--- src/rtl/imem_arbiter_if.sv ---
// Bundles the fetch, loader and RAM-side signals of the instruction-memory arbiter.
// Latency: none (wires only); read data returns one cycle after the RAM access.
// Backpressure: fetch sees fe_stall and the loader waits for ld_gnt; neither side is ever dropped.
// Ports: slave = arbiter view, master = client/RAM-side view (fetch, loader, memory).
interface imem_arbiter_if #(
    parameter int ADDR_W = 10
);
    logic              fe_req;
    logic [ADDR_W-1:0] fe_addr;
    logic              fe_stall;
    logic [31:0]       fe_rdata;
    logic              fe_rvalid;

    logic              ld_req;
    logic              ld_we;
    logic [ADDR_W-1:0] ld_addr;
    logic [31:0]       ld_wdata;
    logic              ld_gnt;
    logic [31:0]       ld_rdata;
    logic              ld_rvalid;

    logic              mem_en;
    logic              mem_we;
    logic [ADDR_W-1:0] mem_addr;
    logic [31:0]       mem_wdata;
    logic [31:0]       mem_rdata;

    modport slave (
        input  fe_req, fe_addr, ld_req, ld_we, ld_addr, ld_wdata, mem_rdata,
        output fe_stall, fe_rdata, fe_rvalid, ld_gnt, ld_rdata, ld_rvalid,
               mem_en, mem_we, mem_addr, mem_wdata
    );

    modport master (
        output fe_req, fe_addr, ld_req, ld_we, ld_addr, ld_wdata, mem_rdata,
        input  fe_stall, fe_rdata, fe_rvalid, ld_gnt, ld_rdata, ld_rvalid,
               mem_en, mem_we, mem_addr, mem_wdata
    );
endinterface

--- src/rtl/imem_arbiter.sv ---
// Shares a single-port sync instruction RAM between fetch (priority) and the loader/debug port.
// Latency: grant is combinational in the request cycle; read data returns the following cycle.
// Backpressure: refused fetch sees fe_stall; loader holds ld_req until ld_gnt, with bounded wait/burst.
// Ports: clk, rst_n (async active-low), bus (imem_arbiter_if.slave: fetch, loader and RAM signals).
module imem_arbiter #(
    parameter int ADDR_W   = 10,
    parameter int MAX_WAIT = 4,
    parameter int LD_BURST = 8
) (
    input  logic           clk,
    input  logic           rst_n,
    imem_arbiter_if.slave  bus
);
    localparam int WAIT_W  = $clog2(MAX_WAIT + 1);
    localparam int BURST_W = $clog2(LD_BURST + 1);
    localparam logic [WAIT_W-1:0]  WAIT_MAX  = WAIT_W'(MAX_WAIT);
    localparam logic [BURST_W-1:0] BURST_MAX = BURST_W'(LD_BURST);

    localparam logic [0:0] FE_PRI = 1'b0;
    localparam logic [0:0] LD_PRI = 1'b1;

    logic [0:0]         state;
    logic [WAIT_W-1:0]  wait_cnt;
    logic [BURST_W-1:0] burst_cnt;
    logic               fe_rvalid;
    logic               ld_rvalid;

    logic ld_prio;
    logic ld_gnt;
    logic fe_gnt;

    // Loader wins when its burst is still open, when it has waited long enough,
    // or when an exhausted burst has no competing fetch.
    always_comb begin
        ld_prio = ((state == LD_PRI) && (burst_cnt < BURST_MAX))
               || ((state == FE_PRI) && (wait_cnt == WAIT_MAX))
               || ((state == LD_PRI) && (burst_cnt == BURST_MAX) && !bus.fe_req);
    end

    // rst_n gates the grants so the RAM is never touched while reset is held.
    assign ld_gnt = rst_n && bus.ld_req && (ld_prio || !bus.fe_req);
    assign fe_gnt = rst_n && bus.fe_req && !ld_gnt;

    assign bus.ld_gnt    = ld_gnt;
    assign bus.fe_stall  = bus.fe_req && !fe_gnt;
    assign bus.mem_en    = fe_gnt || ld_gnt;
    assign bus.mem_we    = ld_gnt && bus.ld_we;
    assign bus.mem_addr  = ld_gnt ? bus.ld_addr : bus.fe_addr;
    assign bus.mem_wdata = bus.ld_wdata;

    assign bus.fe_rvalid = fe_rvalid;
    assign bus.ld_rvalid = ld_rvalid;
    assign bus.fe_rdata  = fe_rvalid ? bus.mem_rdata : 32'd0;
    assign bus.ld_rdata  = ld_rvalid ? bus.mem_rdata : 32'd0;

    always_ff @(posedge clk or negedge rst_n) begin
        if (!rst_n) begin
            state     <= FE_PRI;
            wait_cnt  <= '0;
            burst_cnt <= '0;
            fe_rvalid <= 1'b0;
            ld_rvalid <= 1'b0;
        end else begin
            fe_rvalid <= fe_gnt;
            ld_rvalid <= ld_gnt && !bus.ld_we;

            case (state)
                FE_PRI: begin
                    if (ld_gnt && (wait_cnt == WAIT_MAX)) begin
                        // The grant that opens the burst counts as its first.
                        state     <= LD_PRI;
                        burst_cnt <= BURST_W'(1);
                        wait_cnt  <= '0;
                    end else if (bus.ld_req && !ld_gnt) begin
                        if (wait_cnt < WAIT_MAX)
                            wait_cnt <= wait_cnt + WAIT_W'(1);
                    end else begin
                        wait_cnt <= '0;
                    end
                end
                LD_PRI: begin
                    if (!bus.ld_req || fe_gnt) begin
                        state     <= FE_PRI;
                        burst_cnt <= '0;
                        wait_cnt  <= '0;
                    end else begin
                        if (ld_gnt && (burst_cnt < BURST_MAX))
                            burst_cnt <= burst_cnt + BURST_W'(1);
                        if (ld_gnt)
                            wait_cnt <= '0;
                        else if (wait_cnt < WAIT_MAX)
                            wait_cnt <= wait_cnt + WAIT_W'(1);
                    end
                end
                default: begin
                    state     <= FE_PRI;
                    burst_cnt <= '0;
                    wait_cnt  <= '0;
                end
            endcase
        end
    end
endmodule
--- src/flat_wrapper.sv ---
// flat-port wrapper written by rule: the top's interface ports become plain ports
module imem_arbiter_flat 
#(
    parameter int ADDR_W   = 10,
    parameter int MAX_WAIT = 4,
    parameter int LD_BURST = 8
)
  (clk, rst_n, bus_fe_req, bus_fe_addr, bus_ld_req, bus_ld_we, bus_ld_addr, bus_ld_wdata, bus_mem_rdata, bus_fe_stall, bus_fe_rdata, bus_fe_rvalid, bus_ld_gnt, bus_ld_rdata, bus_ld_rvalid, bus_mem_en, bus_mem_we, bus_mem_addr, bus_mem_wdata);
  imem_arbiter_if #(.ADDR_W(ADDR_W)) bus_i ();
  input  logic clk;
  input  logic rst_n;
  input wire logic [$bits(bus_i.fe_req)-1:0] bus_fe_req;
  input wire logic [$bits(bus_i.fe_addr)-1:0] bus_fe_addr;
  input wire logic [$bits(bus_i.ld_req)-1:0] bus_ld_req;
  input wire logic [$bits(bus_i.ld_we)-1:0] bus_ld_we;
  input wire logic [$bits(bus_i.ld_addr)-1:0] bus_ld_addr;
  input wire logic [$bits(bus_i.ld_wdata)-1:0] bus_ld_wdata;
  input wire logic [$bits(bus_i.mem_rdata)-1:0] bus_mem_rdata;
  output wire logic [$bits(bus_i.fe_stall)-1:0] bus_fe_stall;
  output wire logic [$bits(bus_i.fe_rdata)-1:0] bus_fe_rdata;
  output wire logic [$bits(bus_i.fe_rvalid)-1:0] bus_fe_rvalid;
  output wire logic [$bits(bus_i.ld_gnt)-1:0] bus_ld_gnt;
  output wire logic [$bits(bus_i.ld_rdata)-1:0] bus_ld_rdata;
  output wire logic [$bits(bus_i.ld_rvalid)-1:0] bus_ld_rvalid;
  output wire logic [$bits(bus_i.mem_en)-1:0] bus_mem_en;
  output wire logic [$bits(bus_i.mem_we)-1:0] bus_mem_we;
  output wire logic [$bits(bus_i.mem_addr)-1:0] bus_mem_addr;
  output wire logic [$bits(bus_i.mem_wdata)-1:0] bus_mem_wdata;
  assign bus_i.fe_req = bus_fe_req;
  assign bus_i.fe_addr = bus_fe_addr;
  assign bus_i.ld_req = bus_ld_req;
  assign bus_i.ld_we = bus_ld_we;
  assign bus_i.ld_addr = bus_ld_addr;
  assign bus_i.ld_wdata = bus_ld_wdata;
  assign bus_i.mem_rdata = bus_mem_rdata;
  assign bus_fe_stall = bus_i.fe_stall;
  assign bus_fe_rdata = bus_i.fe_rdata;
  assign bus_fe_rvalid = bus_i.fe_rvalid;
  assign bus_ld_gnt = bus_i.ld_gnt;
  assign bus_ld_rdata = bus_i.ld_rdata;
  assign bus_ld_rvalid = bus_i.ld_rvalid;
  assign bus_mem_en = bus_i.mem_en;
  assign bus_mem_we = bus_i.mem_we;
  assign bus_mem_addr = bus_i.mem_addr;
  assign bus_mem_wdata = bus_i.mem_wdata;
  imem_arbiter #(.ADDR_W(ADDR_W), .MAX_WAIT(MAX_WAIT), .LD_BURST(LD_BURST)) u_core (.clk(clk), .rst_n(rst_n), .bus(bus_i));
endmodule
--- config.mk ---
export PLATFORM = sky130hd
export DESIGN_NAME = imem_arbiter_flat
export DESIGN_NICKNAME = d
export VERILOG_FILES = /design/src/rtl/imem_arbiter_if.sv /design/src/rtl/imem_arbiter.sv /design/src/flat_wrapper.sv
export SDC_FILE = /design/constraint.sdc
export NUM_CORES = 1
export LEC_CHECK = 0
export ABC_AREA = 0
export BUFFER_PORTS_ARGS = -buffer_cell sky130_fd_sc_hd__clkbuf_2
export CAP_MARGIN = 40
export CORE_AREA = 3 3 77 79
export CTS_CLUSTER_SIZE = 16
export DETAILED_ROUTE_END_ITERATION = 8
export DIE_AREA = 0 0 80 82
export PLACE_DENSITY_LB_ADDON = 0.1
export SLEW_MARGIN = 5
export SYNTH_ARGS = -nofsm -noshare
export SYNTH_HDL_FRONTEND = slang
export SYNTH_SLANG_ARGS = --single-unit
--- constraint.sdc ---
create_clock -name clk -period 2.75 [get_ports clk]
set_input_delay 0.55 -clock clk [delete_from_list [all_inputs] [get_ports clk]]
set_output_delay 0.55 -clock clk [all_outputs]
set_load 0.005 [all_outputs]
==> results of run 1 <==
==> layout by cell type, fill, tap and decap left out, types with 2 or more instances in the layout <==
cell type / netlist / final
clkbuf_2: 0 / 136
and2_1: 65 / 65
dfrtp_1: 10 / 10
inv_1: 6 / 6
nor2_1: 6 / 6
mux2_4: 6 / 6
mux2_2: 5 / 5
nor2b_1: 4 / 4
a21oi_1: 4 / 4
nand3_1: 3 / 3
ha_1: 3 / 3
clkbuf_8: 0 / 3
o2bb2ai_1: 2 / 2
nor3b_1: 2 / 2
buf_4: 32 / 2
==> through the flow <==
step,total power [mW],std cells
2_1_floorplan,0.284,170
3_3_place_gp,0.345,339
3_5_place_dp,0.344,339
4_1_cts,0.498,342
5_1_grt,0.521,342
6_report,0.486,342
==> metal layers <==
| layer | wire, um | vias up | share of wire, % | track usage [%] |
|---|---|---|---|---|
| met5 | 0 | - | 0 | 0 |
| met4 | 36 | 0 | 0.92 | 4.73 |
| met3 | 570 | 6 | 15 | 3.40 |
| met2 | 1950 | 113 | 50 | 20.6 |
| met1 | 1370 | 641 | 35 | 9.98 |
| li1 | - | 714 | - | - |
==> flip-flops by register name, summed over array words and instances, names as in the netlist <==
name,flops
u_core.bus.ld_rvalid,1
u_core.burst_cnt,4
u_core.bus.fe_rvalid,1
u_core.wait_cnt,3
u_core.state,1
==> worst register-to-register path, delay by kind of cell, from the launching register on <==
kind,cells,cell delay (ps)
and+or+nand+nor,3,500
adders and majority gates,1,180
DFF,1,390
AOI/OAI and AO/OA,1,460
buffers and inverters,1,60
==> cell families after synthesis <==
group	after synthesis	share of synthesized area [%]
and+or+nand+nor	85	38.2
buffers and inverters	47	22.1
AOI/OAI and AO/OA	12	6.96
muxes	12	11.3
DFF	10	18.1
adders and majority gates	3	2.71
xor gates and xnor gates	1	0.633
==> area by class of cell <==
| type | count | share of cell area, % |
|---|---|---|
| Tap cell | 72 | 4.67 |
| Multi-Input combinational cell | 113 | 43.0 |
| Timing Repair Buffer | 138 | 36.1 |
| Inverter | 6 | 1.17 |
| Sequential cell | 10 | 13.0 |
| Clock buffer | 3 | 2.14 |
==> how the worst min path moves through the flow <==
stage                                      to  slack (ps)  depth (start not counted)
after global routing      u_core.burst_cnt[0]         320                          2
final                     u_core.burst_cnt[3]         300                          2
after detailed placement  u_core.burst_cnt[1]         510                          1
after CTS                 u_core.burst_cnt[0]         300                          2
after global placement    u_core.burst_cnt[1]         510                          1
after floorplan           u_core.burst_cnt[0]         250                          0
==> report_power, final <==
part           switching [mW]  leakage [nW]  total [mW]  internal (mW)
clock network          0.0523        0.0216       0.148         0.0954
registers              0.0121         0.136       0.167          0.155
logic                  0.0714         0.985       0.171         0.0998
==> impl_table.tex, run 1 <==
\begin{tabular}{lr}
\hline
Metric & Value \\
\hline
\multicolumn{2}{l}{\textbf{Status}} \\
\quad Status & complete, no violations \\
\multicolumn{2}{l}{\textbf{Critical path}} \\
\quad Number of cell instances on the worst register-to-register path & 6 \\
\quad Startpoint types & register \\
\quad Critical path type & reg2out \\
\quad Arr. time, crit path & 1950 ps \\
\quad Cell-by-cell trace of the critical path & inv\_1, ha\_1, and3b\_1, o311a\_4, mux2\_4, clkbuf\_2 \\
\quad Required time of the critical path & between 2000 and 2500 ps \\
\quad CP Launch Point & u\_core.wait\_cnt[0] \\
\quad Count of cell instances traversed by the critical path & 6 \\
\quad FF-to-FF setup slack & approximately 1100 ps \\
\quad Critical path's largest stage delay & roughly 460 ps \\
\quad Launching point of the worst reg2reg path & u\_core.wait\_cnt[0] \\
\quad Crit path max-delay family & compound AO/OA/AOI/OAI gates \\
\quad Terminus of the critical flop-to-flop path & u\_core.wait\_cnt[1] \\
\quad Capture point of the critical path & bus\_mem\_addr[5] \\
\quad WP buf/inv & 2 \\
\quad Highest net fanout along the worst path & 14 \\
\quad CP endpoint kind & output pin \\
\quad Max stage delay cell, worst path & o311a\_4 \\
\multicolumn{2}{l}{\textbf{GRT}} \\
\quad Pin count of the biggest net entering global routing & 34 \\
\quad Final global-route overflow total & 0 \\
\quad First-pass GRT wire length & approximately 5.7 mm \\
\quad GRT Util Overall & approximately a tenth \\
\quad Vias in the first global route & 1328 \\
\quad Antenna violations before repair & 0 \\
\multicolumn{2}{l}{\textbf{Cells and area}} \\
\quad Finished Core Util & around 36\% \\
\quad Final Net Count & roughly 360 \\
\quad ANT cells & 0 \\
\quad Syn-to-layout area delta & 39.3\% \\
\quad Number of fillers in the final layout & between 500 and 600 \\
\quad Area used by multi-input combinational logic & between 800 and 900 um\^{}2 \\
\quad Register area & 250 um\^{}2 \\
\quad Layout cell share with drive strength beyond 1 & between 50\% and 60\% \\
\quad Final instance area & between 1500 and 2000 um\^{}2 \\
\multicolumn{2}{l}{\textbf{Floorplan}} \\
\quad IO Count & 201 \\
\quad Core outline area & around 5400 um\^{}2 \\
\quad Starting Density & around a quarter \\
\quad Horizontal die dimension & around 80 um \\
\quad Die outline height & approximately 80 um \\
\quad Area of the die & approximately 6600 um\^{}2 \\
\quad Row cnt & 27 \\
\multicolumn{2}{l}{\textbf{Logic synthesis}} \\
\quad Post-synthesis average cell area & 8.14 um\^{}2 \\
\quad Library cells used by synthesis & 29 \\
\quad Most instantiated cells after synthesis & and2\_1 (65), buf\_4 (32), dfrtp\_1 (10) \\
\quad Number of warnings issued by yosys & 0 \\
\quad Netlist area before placement & approximately 1400 um\^{}2 \\
\quad FF+latch count, synth & 10 \\
\quad Async SR Flop Fraction & 100\% \\
\quad Sequential area share after synthesis & 18.1\% \\
\quad Flip-flop cell with the highest count after synthesis & dfrtp\_1 \\
\quad Most repeated cell in the gate-level netlist after synthesis & and2\_1 \\
\quad Cells after Synth & 170 \\
\quad Number of nets in the synthesized netlist & $\sim$260 \\
\quad Post-synth top area share & between 20\% and 30\% \\
\quad Cells taking the most area after synthesis & and2\_1 (29\%), dfrtp\_1 (18\%), buf\_4 (17\%) \\
\quad Number of enable-type register cells in the synthesized netlist & 0 \\
\quad Library cell occupying the most area in the post-synthesis netlist & and2\_1 \\
\multicolumn{2}{l}{\textbf{Clock network}} \\
\quad Cells resized by post-CTS repair & 0 \\
\quad Number of sinks handled by clock tree synthesis & 10 \\
\quad Number of setup buffers added after CTS & 0 \\
\quad Clock-pin slew on the worst setup and hold paths & around 40 ps \\
\quad Clock root buffer master & clkbuf\_8 \\
\quad Worst skew pair latency & approximately 230 ps \\
\quad TritonCTS clock tree & yes \\
\quad Worst-case clock buffer depth & 2 \\
\quad Count of H-tree levels built during CTS & 1 \\
\quad Number of buffers created by CTS & 3 \\
\quad CTS Hold Buffers Added & 0 \\
\multicolumn{2}{l}{\textbf{STA}} \\
\quad Final number of hold-violating endpoints & 0 \\
\quad Setup TNS & 0 ps \\
\quad Final count of pins violating max slew & 0 \\
\quad Hold slack & just under 300 ps \\
\quad Minimum setup slack in the final design & 249 ps \\
\quad Maximum frequency from static timing analysis & 400 MHz \\
\quad Final period util & about 91\% \\
\quad Worst rel slew slack & about half \\
\quad Unrepaired setup endpoints after global routing & false \\
\quad Shortest period the worst path allows & about 2500 ps \\
\quad Post-route clock skew & between 0.2 and 0.3 ps \\
\quad Number of endpoints failing setup at the final stage & 0 \\
\quad Worst slew pin tran & between 700 and 800 ps \\
\multicolumn{2}{l}{\textbf{Routing}} \\
\quad DRC errors left & 0 \\
\quad First-iteration detailed-routing DRC count & 24 \\
\quad Routed wire length per instance & $\sim$11 um \\
\quad Number of vias in the routed layout & $\sim$1500 \\
\quad Routed Antenna Nets & 0 \\
\quad Number of vias per cell after detailed routing & 4.31 \\
\quad Count of TritonRoute iterations in the first routing pass & 4 \\
\quad DRT Wirelength & 3.93 mm \\
\multicolumn{2}{l}{\textbf{Placement}} \\
\quad Weighted congestion reported at the end of routability-driven placement & between 0.7 and 0.8 \\
\quad Count of buffers from port buffering & around 140 \\
\quad Final HPWL from detailed placement & $\sim$3.4 mm \\
\quad Cell area after placement & about 1900 um\^{}2 \\
\quad Post-Place Setup Slack & between 400 and 500 ps \\
\multicolumn{2}{l}{\textbf{Power}} \\
\quad Peak supply drop & between 0.0001 and 0.00015 V \\
\quad Leakage power total & 1.14 nW \\
\quad Cell Pwr Density & 252 nW/um\^{}2 \\
\multicolumn{2}{l}{\textbf{Job}} \\
\quad Maximum capacitance violations & 0 \\
\multicolumn{2}{l}{\textbf{Min path}} \\
\quad Type of the most critical hold path & in2async \\
\hline
\end{tabular}
No activity file was read; power rests on OpenSTA's default activity.
==> run 2, diff against run 1 <==
--- a/config.mk
+++ b/config.mk
@@ -8,12 +8,12 @@
 export ABC_AREA = 0
 export BUFFER_PORTS_ARGS = -buffer_cell sky130_fd_sc_hd__clkbuf_2
 export CAP_MARGIN = 40
-export CORE_AREA = 3 3 77 79
+export CORE_AREA = 3 3 78 80
+export CTS_BUF_LIST = sky130_fd_sc_hd__clkbuf_4 sky130_fd_sc_hd__clkbuf_8
 export CTS_CLUSTER_SIZE = 16
 export DETAILED_ROUTE_END_ITERATION = 8
-export DIE_AREA = 0 0 80 82
+export DIE_AREA = 0 0 81 83
 export PLACE_DENSITY_LB_ADDON = 0.1
-export SLEW_MARGIN = 5
 export SYNTH_ARGS = -nofsm -noshare
 export SYNTH_HDL_FRONTEND = slang
 export SYNTH_SLANG_ARGS = --single-unit
==> impl_table.tex, run 2 (synthesis gave the netlist of run 1 again) <==
\begin{tabular}{lr}
\hline
Metric & Value \\
\hline
\multicolumn{2}{l}{\textbf{Floorplan}} \\
\quad Starting Density & 25.3\% (-0.32 points) \\
\quad Area of the die & 6720 um\^{}2 (+2.5\%) \\
\quad Horizontal die dimension & 81 um (+1.3\%) \\
\quad Row cnt & 27 (unchanged) \\
\quad Die outline height & 83 um (+1.2\%) \\
\quad IO Count & 201 (unchanged) \\
\quad Core outline area & 5470 um\^{}2 (+1.3\%) \\
\multicolumn{2}{l}{\textbf{Critical path}} \\
\quad Launching point of the worst reg2reg path & u\_core.wait\_cnt[0] \\
\quad Critical path's largest stage delay & 460 ps (about the same) \\
\quad Cell-by-cell trace of the critical path & inv\_1, ha\_1, and3b\_1, o311a\_4, mux2\_4, clkbuf\_2 \\
\quad Terminus of the critical flop-to-flop path & u\_core.wait\_cnt[0] \\
\quad Highest net fanout along the worst path & 14 (unchanged) \\
\quad FF-to-FF setup slack & 1090 ps (about the same) \\
\quad Max stage delay cell, worst path & o311a\_4 \\
\quad WP buf/inv & 2 (unchanged) \\
\quad Count of cell instances traversed by the critical path & 6 (unchanged) \\
\quad Arr. time, crit path & 1950 ps (about the same) \\
\quad CP endpoint kind & output pin \\
\quad Number of cell instances on the worst register-to-register path & 6 (unchanged) \\
\quad Critical path type & reg2out \\
\quad Startpoint types & register \\
\quad Crit path max-delay family & compound AO/OA/AOI/OAI gates \\
\quad Required time of the critical path & 2200 ps (about the same) \\
\multicolumn{2}{l}{\textbf{Cells and area}} \\
\quad Leading cell type in the layout, fill and taps excluded & clkbuf\_2 \\
\quad Finished Core Util & 35.2\% (-0.44 points) \\
\quad Biggest regs & u\_core.burst\_cnt (4), u\_core.wait\_cnt (3) \\
\quad Syn-to-layout area delta & 39.3\% (unchanged) \\
\quad Largest register FFs & 4 (unchanged) \\
\quad ANT cells & 0 (unchanged) \\
\quad Largest Register & u\_core.burst\_cnt \\
\quad Final Net Count & 364 (unchanged) \\
\quad Number of fillers in the final layout & 580 (+0.35\%) \\
\quad Cell Count, Final, Fillers Out & 342 (unchanged) \\
\quad Layout cell share with drive strength beyond 1 & 57.4\% (unchanged) \\
\quad Most used cells in the layout excluding fill and tap cells & clkbuf\_2 (136), and2\_1 (65), dfrtp\_1 (10) \\
\multicolumn{2}{l}{\textbf{Routing}} \\
\quad Routed Antenna Nets & 0 (unchanged) \\
\quad Count of TritonRoute iterations in the first routing pass & 4 (unchanged) \\
\quad Routed wire length per instance & 12.0 um (+4.5\%) \\
\quad DRT Wirelength & 4.10 mm (+4.5\%) \\
\quad First-iteration detailed-routing DRC count & 19 (-21\%) \\
\quad DRC errors left & 0 (unchanged) \\
\quad Number of vias per cell after detailed routing & 4.22 (-2.0\%) \\
\quad Number of vias in the routed layout & 1444 (-2.0\%) \\
\multicolumn{2}{l}{\textbf{Power}} \\
\quad Peak supply drop & 0.000104 V (-14\%) \\
\quad Cell Pwr Density & 250 nW/um\^{}2 (-0.77\%) \\
\quad Leakage power total & 1.14 nW (unchanged) \\
\multicolumn{2}{l}{\textbf{STA}} \\
\quad Worst slew pin tran & 802 ps (+48.8 ps) \\
\quad Number of endpoints failing setup at the final stage & 0 (unchanged) \\
\quad Final count of pins violating max slew & 0 (unchanged) \\
\quad Maximum frequency from static timing analysis & 400 MHz (about the same) \\
\quad Final period util & 90.9\% (about the same) \\
\quad Post-route clock skew & 0.724 ps (+0.431 ps) \\
\quad Unrepaired setup endpoints after global routing & false \\
\quad Setup TNS & 0 ps (unchanged) \\
\quad Minimum setup slack in the final design & 250 ps (+1.76 ps) \\
\quad Hold slack & 301 ps (+4.13 ps) \\
\quad Worst rel slew slack & 46.5\% (-3.3 points) \\
\quad Shortest period the worst path allows & 2500 ps (-1.76 ps) \\
\quad Final number of hold-violating endpoints & 0 (unchanged) \\
\multicolumn{2}{l}{\textbf{Clock network}} \\
\quad Worst-case clock buffer depth & 2 (unchanged) \\
\quad Count of H-tree levels built during CTS & 1 (unchanged) \\
\quad Clock root buffer master & clkbuf\_8 \\
\quad TritonCTS clock tree & yes \\
\quad Cells resized by post-CTS repair & 0 (unchanged) \\
\quad Clock-pin slew on the worst setup and hold paths & 40 ps (about the same) \\
\quad Number of buffers created by CTS & 3 (unchanged) \\
\quad Number of sinks handled by clock tree synthesis & 10 (unchanged) \\
\quad Number of setup buffers added after CTS & 0 (unchanged) \\
\quad Worst skew pair latency & 230 ps (about the same) \\
\quad CTS Hold Buffers Added & 0 (unchanged) \\
\multicolumn{2}{l}{\textbf{GRT}} \\
\quad Vias in the first global route & 1441 (+8.5\%) \\
\quad GRT Util Overall & 11.0\% (+0.48 points) \\
\quad Final global-route overflow total & 0 (unchanged) \\
\quad First-pass GRT wire length & 6.12 mm (+7.9\%) \\
\quad Pin count of the biggest net entering global routing & 34 (unchanged) \\
\quad Antenna violations before repair & 0 (unchanged) \\
\multicolumn{2}{l}{\textbf{Placement}} \\
\quad Final HPWL from detailed placement & 3.50 mm (+2.9\%) \\
\quad Number of placed instances, taps included & 339 (unchanged) \\
\quad Weighted congestion reported at the end of routability-driven placement & 0.689 (-5.9\%) \\
\quad Count of buffers from port buffering & 136 (unchanged) \\
\quad Post-Place Setup Slack & 485 ps (-12.6 ps) \\
\multicolumn{2}{l}{\textbf{Min path}} \\
\quad Type of the most critical hold path & in2async \\
\multicolumn{2}{l}{\textbf{Job}} \\
\quad Maximum capacitance violations & 0 (unchanged) \\
\multicolumn{2}{l}{\textbf{Status}} \\
\quad Status & complete, no violations \\
\hline
\end{tabular}
run 2: cell counts in the layout (fill, tap and decap cells not counted):
Identical to the previous run, type by type.
run 2: worst max-delay path by stage:
stage,start,endpoint
2_1_floorplan,u_core.wait_cnt[0],bus_mem_addr[2]
3_3_place_gp,u_core.wait_cnt[0],bus_mem_addr[4]
3_5_place_dp,u_core.wait_cnt[0],bus_mem_addr[4]
4_1_cts,u_core.wait_cnt[0],bus_mem_addr[4]
5_1_grt,u_core.wait_cnt[0],bus_mem_addr[7]
6_report,u_core.wait_cnt[0],bus_mem_addr[4]
run 2: power breakdown:
group	leakage [nW]	internal [mW]	total (mW)	switching, mW
registers	0.136	0.155	0.167	0.0124
logic	0.985	0.0999	0.171	0.0709
clock network	0.0216	0.0951	0.144	0.0488
total	1.14	0.350	0.482	0.132
run 2: per-stage QoR:
stage / total power [mW] / area [um^2]
3_5_place_dp: 0.344 / 1890
2_1_floorplan: 0.284 / 1380
6_report: 0.482 / 1930
3_3_place_gp: 0.344 / 1890
4_1_cts: 0.491 / 1930
5_1_grt: 0.522 / 1930
run 2: layout make-up:
| class | count | area, um^2 | area share [%] |
|---|---|---|---|
| Inverter | 6 | 22.5 | 1.17 |
| Tap cell | 72 | 90.1 | 4.67 |
| Sequential cell | 10 | 250 | 13.0 |
| Clock buffer | 3 | 41.3 | 2.14 |
| Multi-Input combinational cell | 113 | 828 | 43.0 |
| Timing Repair Buffer | 138 | 696 | 36.1 |
run 2: metal layers:
metal | track usage, % | vias up | wire, um
met5 | 0 | - | 0
met3 | 3.04 | 8 | 624
met4 | 3.99 | 0 | 66
met1 | 9.52 | 607 | 1320
li1 | - | 711 | -
met2 | 22.7 | 118 | 2090
